--- src/rtl/fetch_pkg.sv ---
// Shared types for the fetch/decode decoupling queue.
package fetch_pkg;

    typedef struct packed {
        logic [63:0] pc;
        logic [31:0] instr;
    } fetch_entry_t;

    localparam logic [31:0] NOP_INSTR = 32'hD503201F;

endpackage

--- src/rtl/fetchq_storage.sv ---
// DEPTH-entry register array: one synchronous write port, one asynchronous read port.
// Contents are never reset; validity is tracked by the pointers in the parent.
module fetchq_storage
    import fetch_pkg::*;
#(
    parameter int DEPTH = 4
) (
    input  logic                       clk,
    input  logic                       wr_en_i,
    input  logic [$clog2(DEPTH)-1:0]   waddr_i,
    input  fetch_entry_t               wdata_i,
    input  logic [$clog2(DEPTH)-1:0]   raddr_i,
    output fetch_entry_t               rdata_o
);

    fetch_entry_t mem_q [DEPTH];

    // Write port
    always_ff @(posedge clk) begin
        if (wr_en_i) begin
            mem_q[waddr_i] <= wdata_i;
        end
    end

    assign rdata_o = mem_q[raddr_i];

endmodule

--- src/rtl/instr_fetch_queue.sv ---
// Fetch-to-decode queue of {PC, instruction} pairs with flush and PC back-pressure.
// Optional zero-latency empty-queue bypass under INSTR_FETCH_QUEUE_BYPASS_EN.
module instr_fetch_queue
    import fetch_pkg::*;
#(
    parameter int DEPTH = 4
) (
    input  logic                     clk,
    input  logic                     reset,
    input  logic                     in_valid,
    output logic                     in_ready,
    input  logic [63:0]              in_pc,
    input  logic [31:0]              in_instr,
    output logic                     out_valid,
    input  logic                     out_ready,
    output logic [63:0]              out_pc,
    output logic [31:0]              out_instr,
    input  logic                     flush,
    output logic [$clog2(DEPTH):0]   count,
    output logic                     pc_hold
);

    localparam int AW = $clog2(DEPTH);
    localparam logic [AW:0] FULL_C = (AW+1)'(DEPTH);

    logic [AW-1:0] wptr_q, wptr_d, rptr_q, rptr_d;
    logic [AW:0]   count_q, count_d;
    fetch_entry_t  head_s, wdata_s;
    logic          empty_s, byp_s, push_s, pop_s, wr_en_s;

    fetchq_storage #(.DEPTH(DEPTH)) u_storage (
        .clk     (clk),
        .wr_en_i (wr_en_s),
        .waddr_i (wptr_q),
        .wdata_i (wdata_s),
        .raddr_i (rptr_q),
        .rdata_o (head_s)
    );

    // Handshake and output selection
    always_comb begin
        empty_s = (count_q == {(AW+1){1'b0}});
`ifdef INSTR_FETCH_QUEUE_BYPASS_EN
        byp_s   = empty_s && in_valid && !flush;
`else
        byp_s   = 1'b0;
`endif
        in_ready  = (count_q != FULL_C);
        pc_hold   = ~in_ready;
        out_valid = !empty_s || byp_s;
        if (byp_s) begin
            out_pc    = in_pc;
            out_instr = in_instr;
        end else if (!empty_s) begin
            out_pc    = head_s.pc;
            out_instr = head_s.instr;
        end else begin
            out_pc    = 64'h0;
            out_instr = NOP_INSTR;
        end
        push_s  = in_valid && in_ready;
        pop_s   = !empty_s && out_ready && reset && !flush;
        // A bypassed pair taken by decode the same cycle never enters storage.
        wr_en_s = push_s && reset && !flush && !(byp_s && out_ready);
        wdata_s = '{pc: in_pc, instr: in_instr};
    end

    // Pointer and occupancy next state
    always_comb begin
        if (flush) begin
            wptr_d  = {AW{1'b0}};
            rptr_d  = {AW{1'b0}};
            count_d = {(AW+1){1'b0}};
        end else begin
            wptr_d  = wptr_q + AW'(wr_en_s);
            rptr_d  = rptr_q + AW'(pop_s);
            count_d = count_q + (AW+1)'(wr_en_s) - (AW+1)'(pop_s);
        end
    end

    // State registers with synchronous active-low reset
    always_ff @(posedge clk) begin
        if (!reset) begin
            wptr_q  <= {AW{1'b0}};
            rptr_q  <= {AW{1'b0}};
            count_q <= {(AW+1){1'b0}};
        end else begin
            wptr_q  <= wptr_d;
            rptr_q  <= rptr_d;
            count_q <= count_d;
        end
    end

    assign count = count_q;

endmodule

--- config.mk ---
export PLATFORM = sky130hd
export DESIGN_NAME = instr_fetch_queue
export DESIGN_NICKNAME = d
export VERILOG_FILES = /design/src/rtl/fetch_pkg.sv /design/src/rtl/fetchq_storage.sv /design/src/rtl/instr_fetch_queue.sv
export SDC_FILE = /design/constraint.sdc
export NUM_CORES = 1
export LEC_CHECK = 0
export CAP_MARGIN = 20
export CORE_UTILIZATION = 49
export CTS_CLUSTER_DIAMETER = 30
export DETAILED_ROUTE_END_ITERATION = 6
export PLACE_DENSITY = 0.81
export SLEW_MARGIN = 30
export SYNTH_ARGS = -nofsm -noshare
export SYNTH_HDL_FRONTEND = slang
export SYNTH_SLANG_ARGS = --single-unit
export TNS_END_PERCENT = 5
--- constraint.sdc ---
create_clock -name clk -period 13.49 [get_ports clk]
set_clock_uncertainty 0.05 [all_clocks]
set_input_delay 2.0235 -clock clk [delete_from_list [all_inputs] [get_ports clk]]
set_output_delay 2.0235 -clock clk [all_outputs]
set_load 0.005 [all_outputs]
==> reports/metrics.csv, run 1 <==
metric,value,unit
Placeable Area,29800,um2
post-DP HPWL,16.21,mm
CP Max Fanout,46,
Via density,5.404,
GRT Total Usage,19.94,%
register area share after synthesis,78.24,%
Hold Startpoint,wptr_q[1],
CTS Buffer Depth,3,
vias,7290,
Hold Worst Slack,0.5928,ns
Tmin final,5.832,ns
die height,176.5,um
P_leak,6.328,nW
chip width,176.5,um
post-route ant nets,0,
post-CTS setup buffer count,0,
P&R area growth vs syn,32.30,%
Hold Path Sink,wptr_q[1],
CTS H-tree lvls,3,
mean routed wirelength per cell,22.20,um
GPL Wtd Cong,0.7365,
"commonest non-fill, non-tap cell in the layout",edfxtp_1,
TritonCTS clock tree,done,
final setup vio count,0,
worst endpoint required time,11.42,ns
worst hold path type,flop to flop,
gr ovfl total,0,
Yosys warning total,0,
crit path launch type,flop,
Post-Layout Inst Area,19740,um2
Die Area,31140,um2
layout cells sized above 1,24.32,%
Worst setup startpoint,rptr_q[0],
Peak VDD IR,0.1347,mV
Post-Syn Instances,652,
Crit Path Class,flop to output port,
Std-Cell Rows,63,
worst path arrival time,3.76,ns
Syn Nets,756,
first-pass GRT wire length,45.82,mm
final wirelength,29.95,mm
count of cell types in the netlist,32,
R2R depth,4,
post-synthesis average cell area,22.88,um2
initial antenna violation count,2,
drt first pass iters,5,
port bufs,202,
# IOs,203,
FF-to-FF setup slack,10.47,ns
initial core utilization,50.06,%
1st-iter DRT viols,528,
Sw Share,19.79,%
Tightest Pin Transition,0.8572,ns
DP Area,17380,um2
# resized after CTS,0,
synthesized cell area,14920,um2
clk slew on worst S/H paths,0.05,ns
Final Cycle Share,43.23,%
Internal,2.525,mW
switching power,0.6229,mW
Post-route DRC,0,
Sequential Power Share,42.9,%
fin util,66.23,%
Crit. End Element,output port,
Fill cells,1906,
hold path depth,2,
cts hold-fix bufs,0,
max_cap viols,0,
unrepaired setup endpoints after global routing,no,
Setup TNS Final,0,ns
Max transition margin,42.85,%
final hold vios,0,
largest net degree at the start of global routing,78,
Gate power share,2.7,%
Pwr per Cell Area,159.5,nW/um2
clk root buf,clkbuf_16,
post-synthesis register bit count,391,
"Slew Viols, Final",0,
total CTS buffers,68,
r2r startpoint,count[1],
FMAX,171.5,MHz
most frequent cells in the layout,"edfxtp_1, clkdlybuf4s50_1, mux4_2, and2_1, clkbuf_16",
vias in the first global route,7965,
FF-to-FF End,u_storage.mem_q[2][34],
clock sinks,391,
Final #Nets,1007,
status,completed,
Clock Latency Late Sink,0.54,ns
clock share of power,54.5,%
## worst max path at each step
stage	cells past startpoint	slack, ns	endpoint
final	5	7.66	out_instr[17]
after global routing	5	7.35	out_instr[2]
after CTS	5	7.51	out_instr[3]
after detailed placement	5	8.10	out_instr[24]
after global placement	5	7.84	out_instr[24]
after floorplan	2	0.51	u_storage.mem_q[1][0]
## cell usage after synthesis (all sizes together)
cell    instances  share of area [%]
nor3b           1              0.084
nor2b           1              0.042
nor4bb          1              0.067
or3b            2               0.12
mux4           96                 14
nor2            3              0.075
nand3b          3               0.15
nor4            1              0.042
nor4b           2               0.12
inv             4               0.10
fa              1               0.13
clkbuf         17               0.43
o2111a          1              0.075
buf            16               0.76
xor3            1               0.16
dfxtp           7               0.94
ha              2               0.17
edfxtp        384                 77
o311ai          1              0.059
or2            13               0.55
mux2i           2               0.13
or4b            1              0.067
o31a            1              0.059
and2           86                3.6
nor3            1              0.067
xnor2           1              0.059
o211ai          2               0.10
nand2b          1              0.042
## critical path, stage by stage, from the launching register on
cell and delay (ns):
dfxtp_4 0.60, buf_4 0.62, buf_6 0.61, mux4_2 0.59, or2_1 0.25, clkdlybuf4s50_1 0.45
## metal layers
layer / part of all wire [%] / track usage (%) / up-vias / wire (um)
li1: - / - / 3211 / -
met1: 40 / 25.26 / 3783 / 12000
met2: 52 / 33.68 / 246 / 15530
met3: 5.9 / 4.931 / 48 / 1774
met4: 2.1 / 6.897 / 2 / 629
met5: 0.043 / 0 / - / 13
## power by group through the flow
stage | clock, mW | sequential [mW] | combinational [mW]
floorplan | 0 | 1.38 | 0.0236
global placement | 0 | 1.37 | 0.0809
detailed placement | 0 | 1.37 | 0.0832
CTS | 1.74 | 1.35 | 0.0843
global route | 1.80 | 1.35 | 0.0895
finish | 1.71 | 1.35 | 0.0834
## registers in the layout, indices dropped and copies added, names as in the netlist
signal,flops
count,3
u_storage.mem_q,384
rptr_q,2
wptr_q,2
## per-stage QoR
step	instances	power, mW	worst slack (ns)
6_report	1349	3.148	7.658
3_3_place_gp	1223	1.453	7.845
4_1_cts	1348	3.176	7.509
3_5_place_dp	1223	1.456	8.103
5_1_grt	1349	3.237	7.355
2_1_floorplan	652	1.400	0.5140
## logic make-up after synthesis
| family | Yosys count | synth area share [%] |
|---|---|---|
| buffers and inverters | 37 | 1.292 |
| AO/OA/AOI/OAI | 5 | 0.2936 |
| adder cells (fa/ha/maj) | 3 | 0.3019 |
| XOR/XNOR | 2 | 0.2181 |
| AND/OR/NAND/NOR | 116 | 5.024 |
| multiplexers | 98 | 14.63 |
| flip-flops | 391 | 78.24 |
## cell type report
class | instances | area (um2) | share of cell area (%)
multi-input combinational | 224 | 3093 | 15.67
clock buffer | 73 | 1763 | 8.933
tap | 390 | 488.0 | 2.473
timing repair buffer | 214 | 2116 | 10.72
sequential | 391 | 11680 | 59.18
antenna | 1 | 2.502 | 0.01268
clock inverter | 52 | 579.3 | 2.935
inverter | 4 | 15.01 | 0.07608
(Power assumes the default switching activity.)
==> run 2, diff against run 1 <==
--- a/config.mk
+++ b/config.mk
@@ -6,10 +6,10 @@
 export NUM_CORES = 1
 export LEC_CHECK = 0
 export CAP_MARGIN = 20
-export CORE_UTILIZATION = 49
+export CORE_UTILIZATION = 55
 export CTS_CLUSTER_DIAMETER = 30
 export DETAILED_ROUTE_END_ITERATION = 6
-export PLACE_DENSITY = 0.81
+export PLACE_DENSITY = 0.86
 export SLEW_MARGIN = 30
 export SYNTH_ARGS = -nofsm -noshare
 export SYNTH_HDL_FRONTEND = slang
==> constraint.sdc (replaced) <==
create_clock -name clk -period 6.1 [get_ports clk]
set_clock_uncertainty 0.05 [all_clocks]
set_input_delay 0.915 -clock clk [delete_from_list [all_inputs] [get_ports clk]]
set_output_delay 0.915 -clock clk [all_outputs]
set_load 0.005 [all_outputs]
==> run 2 against run 1 <==
Compared with the run above: total power up 120%; cell area up 0.10%; combinational power up 120%; via count up 2.4%; first-iteration DRC count up 9.7%; sequential power up 120%; clock power up 120%; worst hold slack better by 0.014 ns; critical path type unchanged; highest routed layer is now met4.
==> reports/metrics.csv, run 2 (synthesis results as in run 1) <==
metric,value,unit,change
unrepaired setup endpoints after global routing,no,,
Max transition margin,38.27,%,-4.6 points
crit path launch type,flop,,
"Slowest-stage cell, CP",dfxtp_4,,
initial core utilization,56.60,%,+6.5 points
Final WS setup,1.829,ns,-5.829 ns
final wirelength,30.81,mm,+2.9%
cts hold-fix bufs,0,,unchanged
GPL Wtd Cong,0.7216,,-2.0%
hold path depth,2,,unchanged
Final Cycle Share,70.02,%,
DP Area,17360,um2,-0.12%
Final #Nets,1009,,+0.20%
status,completed,,
Die Area,27780,um2,-11%
worst hold path type,flop to flop,,
# resized after CTS,0,,unchanged
Crit path buffers/inverters,2,,-1
die height,166.7,um,-5.5%
Pwr per Cell Area,354.8,nW/um2,+120%
TritonCTS clock tree,done,,
FMAX,234.1,MHz,
P&R area growth vs syn,32.44,%,
Tot Pwr,7.010,mW,+120%
final hold vios,0,,unchanged
Placeable Area,26350,um2,-12%
FF-to-FF End,u_storage.mem_q[2][75],,
vias in the first global route,8226,,+3.3%
vias,7467,,+2.4%
CP Max Fanout,41,,-11%
Clock Latency Late Sink,0.55,ns,about the same
R2R depth,3,,-1
CTS Buffer Depth,3,,unchanged
post-DP HPWL,16.60,mm,+2.5%
Post-Layout Inst Area,19760,um2,+0.10%
initial antenna violation count,3,,+1
FF-to-FF setup slack,3.52,ns,-6.95 ns
Hold Path Sink,wptr_q[1],,
Std-Cell Rows,59,,-6.3%
Crit Path Class,flop to output port,,
total CTS buffers,69,,+1.5%
worst path cell trace,buf_4 -> mux4_2 -> or2_1 -> clkdlybuf4s50_1,,
1st-iter DRT viols,579,,+9.7%
Multi-input gate area,3113,um2,+0.65%
Crit. End Element,output port,,
Tmin final,4.271,ns,
post-CTS setup buffer count,0,,unchanged
clk root buf,clkbuf_16,,
Peak VDD IR,0.2615,mV,+94%
"Slew Viols, Final",0,,unchanged
chip width,166.7,um,-5.5%
worst endpoint required time,5.13,ns,-6.29 ns
largest net degree at the start of global routing,97,,+24%
CTS H-tree lvls,3,,unchanged
first-pass GRT wire length,47.02,mm,+2.6%
layout cells sized above 1,23.75,%,-0.57 points
CP peak stage delay,0.86,ns,+0.24 ns
most frequent cells in the layout,"edfxtp_1, clkdlybuf4s50_1, mux4_2, and2_1, clkbuf_16",,
P_leak,6.368,nW,+0.63%
Fill cells,1416,,-26%
drt first pass iters,5,,unchanged
largest reg by FF count,u_storage.mem_q,,
clk slew on worst S/H paths,0.05,ns,about the same
mean routed wirelength per cell,23.74,um,+6.9%
post-route ant nets,0,,unchanged
worst path arrival time,3.31,ns,-0.45 ns
max_cap viols,0,,unchanged
Via density,5.753,,+6.5%
Post-route DRC,0,,unchanged
gr ovfl total,0,,unchanged
Crit path max-delay family,buffers and inverters,,
Hold Startpoint,wptr_q[1],,
Setup TNS Final,0,ns,unchanged
Register Area,11680,um2,unchanged
port bufs,202,,unchanged
Tightest Pin Transition,0.9220,ns,+0.06472 ns
GRT Total Usage,22.98,%,+3.0 points
clock sinks,391,,unchanged
r2r startpoint,count[1],,
final setup vio count,0,,unchanged
max reg flops,384,,unchanged
"worst slack, placed",2.313,ns,-5.790 ns
"commonest non-fill, non-tap cell in the layout",edfxtp_1,,
# IOs,203,,unchanged
==> run 2: layout make-up <==
cell class | instances | share of cell area, %
flip-flops and latches | 391 | 59.12
multi-input cells | 224 | 15.76
repair buffers | 215 | 10.96
clock buffers | 84 | 9.456
clock inverters | 42 | 2.476
well taps | 335 | 2.122
inverters | 4 | 0.07600
diodes | 3 | 0.03800
==> run 2: metal layers <==
metal | global-route usage [%] | wire length (um) | up-vias
met1 | 28.00 | 11800 | 3859
met3 | 7.224 | 2425 | 59
met4 | 10.63 | 850 | 0
met5 | 0 | 0 | -
li1 | - | - | 3225
met2 | 37.82 | 15740 | 324
==> run 2: worst max path at each step <==
| stage | from | end | cells after the start |
|---|---|---|---|
| after floorplan | flush | u_storage.mem_q[0][0] | 2 |
| after global placement | rptr_q[0] | out_instr[0] | 4 |
| after detailed placement | rptr_q[0] | out_instr[0] | 4 |
| after CTS | rptr_q[0] | out_instr[3] | 4 |
| after global routing | rptr_q[0] | out_instr[3] | 4 |
| final | rptr_q[0] | out_instr[3] | 4 |
==> run 2: power breakdown <==
part	total, mW	internal, mW	switching, mW
sequential	2.99	2.98	0.00786
combinational	0.185	0.107	0.0780
clock	3.84	2.57	1.27
total	7.01	5.65	1.35
==> run 2: worst min-delay path: cells and delay by family, from the launching register on <==
kind	cells	cell delay, ns
XOR/XNOR	1	0.18
flip-flops	1	0.39
AND/OR/NAND/NOR	1	0.04
==> run 2: stage by stage <==
| stage | utilization, % | std cells | hold slack, ns |
|---|---|---|---|
| floorplan | - | 652 | 0.5115 |
| global placement | 65.88 | 1168 | 0.5856 |
| detailed placement | 65.88 | 1168 | 0.5964 |
| CTS | 74.83 | 1294 | 0.6111 |
| global route | 74.94 | 1296 | 0.6356 |
| finish | 74.96 | 1298 | 0.6065 |
==> run 3, diff against run 2 <==
--- a/config.mk
+++ b/config.mk
@@ -6,10 +6,10 @@
 export NUM_CORES = 1
 export LEC_CHECK = 0
 export CAP_MARGIN = 20
-export CORE_UTILIZATION = 55
+export CORE_UTILIZATION = 49
 export CTS_CLUSTER_DIAMETER = 30
 export DETAILED_ROUTE_END_ITERATION = 6
-export PLACE_DENSITY = 0.86
+export PLACE_DENSITY = 0.81
 export SLEW_MARGIN = 30
 export SYNTH_ARGS = -nofsm -noshare
 export SYNTH_HDL_FRONTEND = slang
==> constraint.sdc (replaced) <==
create_clock -name clk -period 3.7 [get_ports clk]
set_clock_uncertainty 0.05 [all_clocks]
set_input_delay 0.555 -clock clk [delete_from_list [all_inputs] [get_ports clk]]
set_output_delay 0.555 -clock clk [all_outputs]
set_load 0.005 [all_outputs]
==> run 3 against run 2 <==
Compared with the run above: total power up 67%; wire length decreased by 4.0%; cell area increased by 1.6%; critical path depth is the same; sequential power is 65% higher; non-clock buffer count is 2 higher; first-iteration DRC count down 32%; worst hold slack lost 0.031 ns; register-to-register slack lost 2.2 ns; highest routed layer is now met5.
==> reports/metrics.csv, run 3 (synthesis results as in run 1) <==
metric,value,unit,change
Max transition margin,40.47,%,+2.2 points
antenna cells,0,,-3
Post-route DRC,0,,unchanged
initial core utilization,50.06,%,-6.5 points
largest reg by FF count,u_storage.mem_q,,
max_cap viols,0,,unchanged
P_leak,6.431,nW,+0.98%
post-CTS setup buffer count,0,,unchanged
unrepaired setup endpoints after global routing,no,,
die height,176.5,um,+5.9%
Peak VDD IR,0.3958,mV,+51%
max reg flops,384,,unchanged
Final WS setup,0.2548,ns,-1.574 ns
"commonest non-fill, non-tap cell in the layout",edfxtp_1,,
mean routed wirelength per cell,21.69,um,-8.6%
worst endpoint required time,3.09,ns,-2.04 ns
final setup vio count,0,,unchanged
gr ovfl total,0,,unchanged
clock sinks,391,,unchanged
largest net degree at the start of global routing,85,,-12%
CP Max Fanout,54,,+32%
Std-Cell Rows,63,,+6.8%
most frequent cells in the layout,"edfxtp_1, clkdlybuf4s50_1, mux4_2, and2_1, clkbuf_16",,
final wirelength,29.57,mm,-4.0%
Crit. End Element,output port,,
GPL Wtd Cong,0.6940,,-3.8%
Final #Nets,1016,,+0.69%
Internal,9.379,mW,+66%
Setup TNS Final,0,ns,unchanged
Sw Share,20.07,%,+0.74 points
cts hold-fix bufs,0,,unchanged
Clock Latency Late Sink,0.55,ns,about the same
clk root buf,clkbuf_16,,
TritonCTS clock tree,done,,
layout cells sized above 1,25.08,%,+1.3 points
Fill cells,1890,,+33%
Placeable Area,29800,um2,+13%
port bufs,202,,unchanged
Via density,5.379,,-6.5%
Gate power share,2.6,%,about the same
chip width,176.5,um,+5.9%
Tot Pwr,11.73,mW,+67%
Hold Worst Slack,0.5758,ns,-0.03072 ns
initial antenna violation count,2,,-1
Tmin final,3.445,ns,
vias,7332,,-1.8%
switching power,2.354,mW,+74%
post-route ant nets,0,,unchanged
clk slew on worst S/H paths,0.05,ns,about the same
worst path arrival time,2.84,ns,-0.47 ns
"Slew Viols, Final",0,,unchanged
1st-iter DRT viols,395,,-32%
drt first pass iters,5,,unchanged
GRT Total Usage,19.50,%,-3.5 points
final hold vios,0,,unchanged
Tightest Pin Transition,0.8930,ns,-0.02898 ns
# resized after CTS,0,,unchanged
clock share of power,55.4,%,+0.7 points
# IOs,203,,unchanged
FMAX,290.3,MHz,
post-DP HPWL,16.19,mm,-2.5%
Crit Path Class,flop to output port,,
total CTS buffers,74,,+7.2%
CTS Buffer Depth,3,,unchanged
vias in the first global route,7973,,-3.1%
status,completed,,
Die Area,31140,um2,+12%
first-pass GRT wire length,44.91,mm,-4.5%
Sequential Power Share,42.0,%,-0.6 points
crit path launch type,flop,,
"worst slack, placed",0.6608,ns,-1.652 ns
worst hold path type,primary input to flop,,
P&R area growth vs syn,34.55,%,
Pwr per Cell Area,584.6,nW/um2,+65%
Final Cycle Share,93.11,%,
CTS H-tree lvls,3,,unchanged
run 3: changes by cell type in the layout (fill, tap and decap cells not counted), sizes merged:
cell,before,now
inv,10,11
diode,3,0
clkinvlp,3,13
clkinv,24,25
buf,13,15
bufinv,9,8
run 3: final timing paths:
path | slack (ns) | to | startpoint | cells after the start
setup / recovery | 0.25 | out_instr[11] | rptr_q[1] | 4
hold / removal | 0.58 | u_storage.mem_q[2][61] | in_pc[29] | 1
setup reg to reg | 1.29 | count[2] | count[1] | 6
hold reg to reg | 0.62 | wptr_q[1] | wptr_q[1] | 2
run 3: power groups by stage:
stage          Sequential [mW]  Combinational (mW)  Clock (mW)
2_1_floorplan             5.01              0.0879           0
3_3_place_gp              5.00               0.297           0
3_5_place_dp              5.01               0.307           0
4_1_cts                   4.93               0.310        6.60
5_1_grt                   4.92               0.329        6.81
6_report                  4.93               0.306        6.50
run 3: cell type report:
| type | count | area, um2 | share of cell area [%] |
|---|---|---|---|
| clock buffers | 84 | 1889 | 9.413 |
| clock inverters | 53 | 601.8 | 2.999 |
| inverters | 4 | 15.01 | 0.07481 |
| multi-input cells | 224 | 3113 | 15.51 |
| flip-flops and latches | 391 | 11680 | 58.19 |
| well taps | 390 | 488.0 | 2.431 |
| repair buffers | 217 | 2285 | 11.38 |
run 3: critical path, cell delays in order (launching register included):
cell and delay [ns]:
dfxtp_4 0.91, buf_4 0.41, mux4_2 0.36, and2_1 0.17, clkdlybuf4s50_1 0.43
run 3: per-stage QoR:
step	utilization (%)	cell area (um2)	instances
after floorplan	-	14980	652
final	67.36	20070	1363
after global routing	67.36	20070	1363
after CTS	67.36	20070	1363
after global placement	59.00	17580	1226
after detailed placement	59.00	17580	1226
run 3: metal layers:
metal  vias up  track usage, %  wire, um
met5         -               0         9
met3        54           4.802      1863
met2       253           34.01     15370
li1       3246               -         -
met4         2           7.184       690
met1      3777           23.52     11640
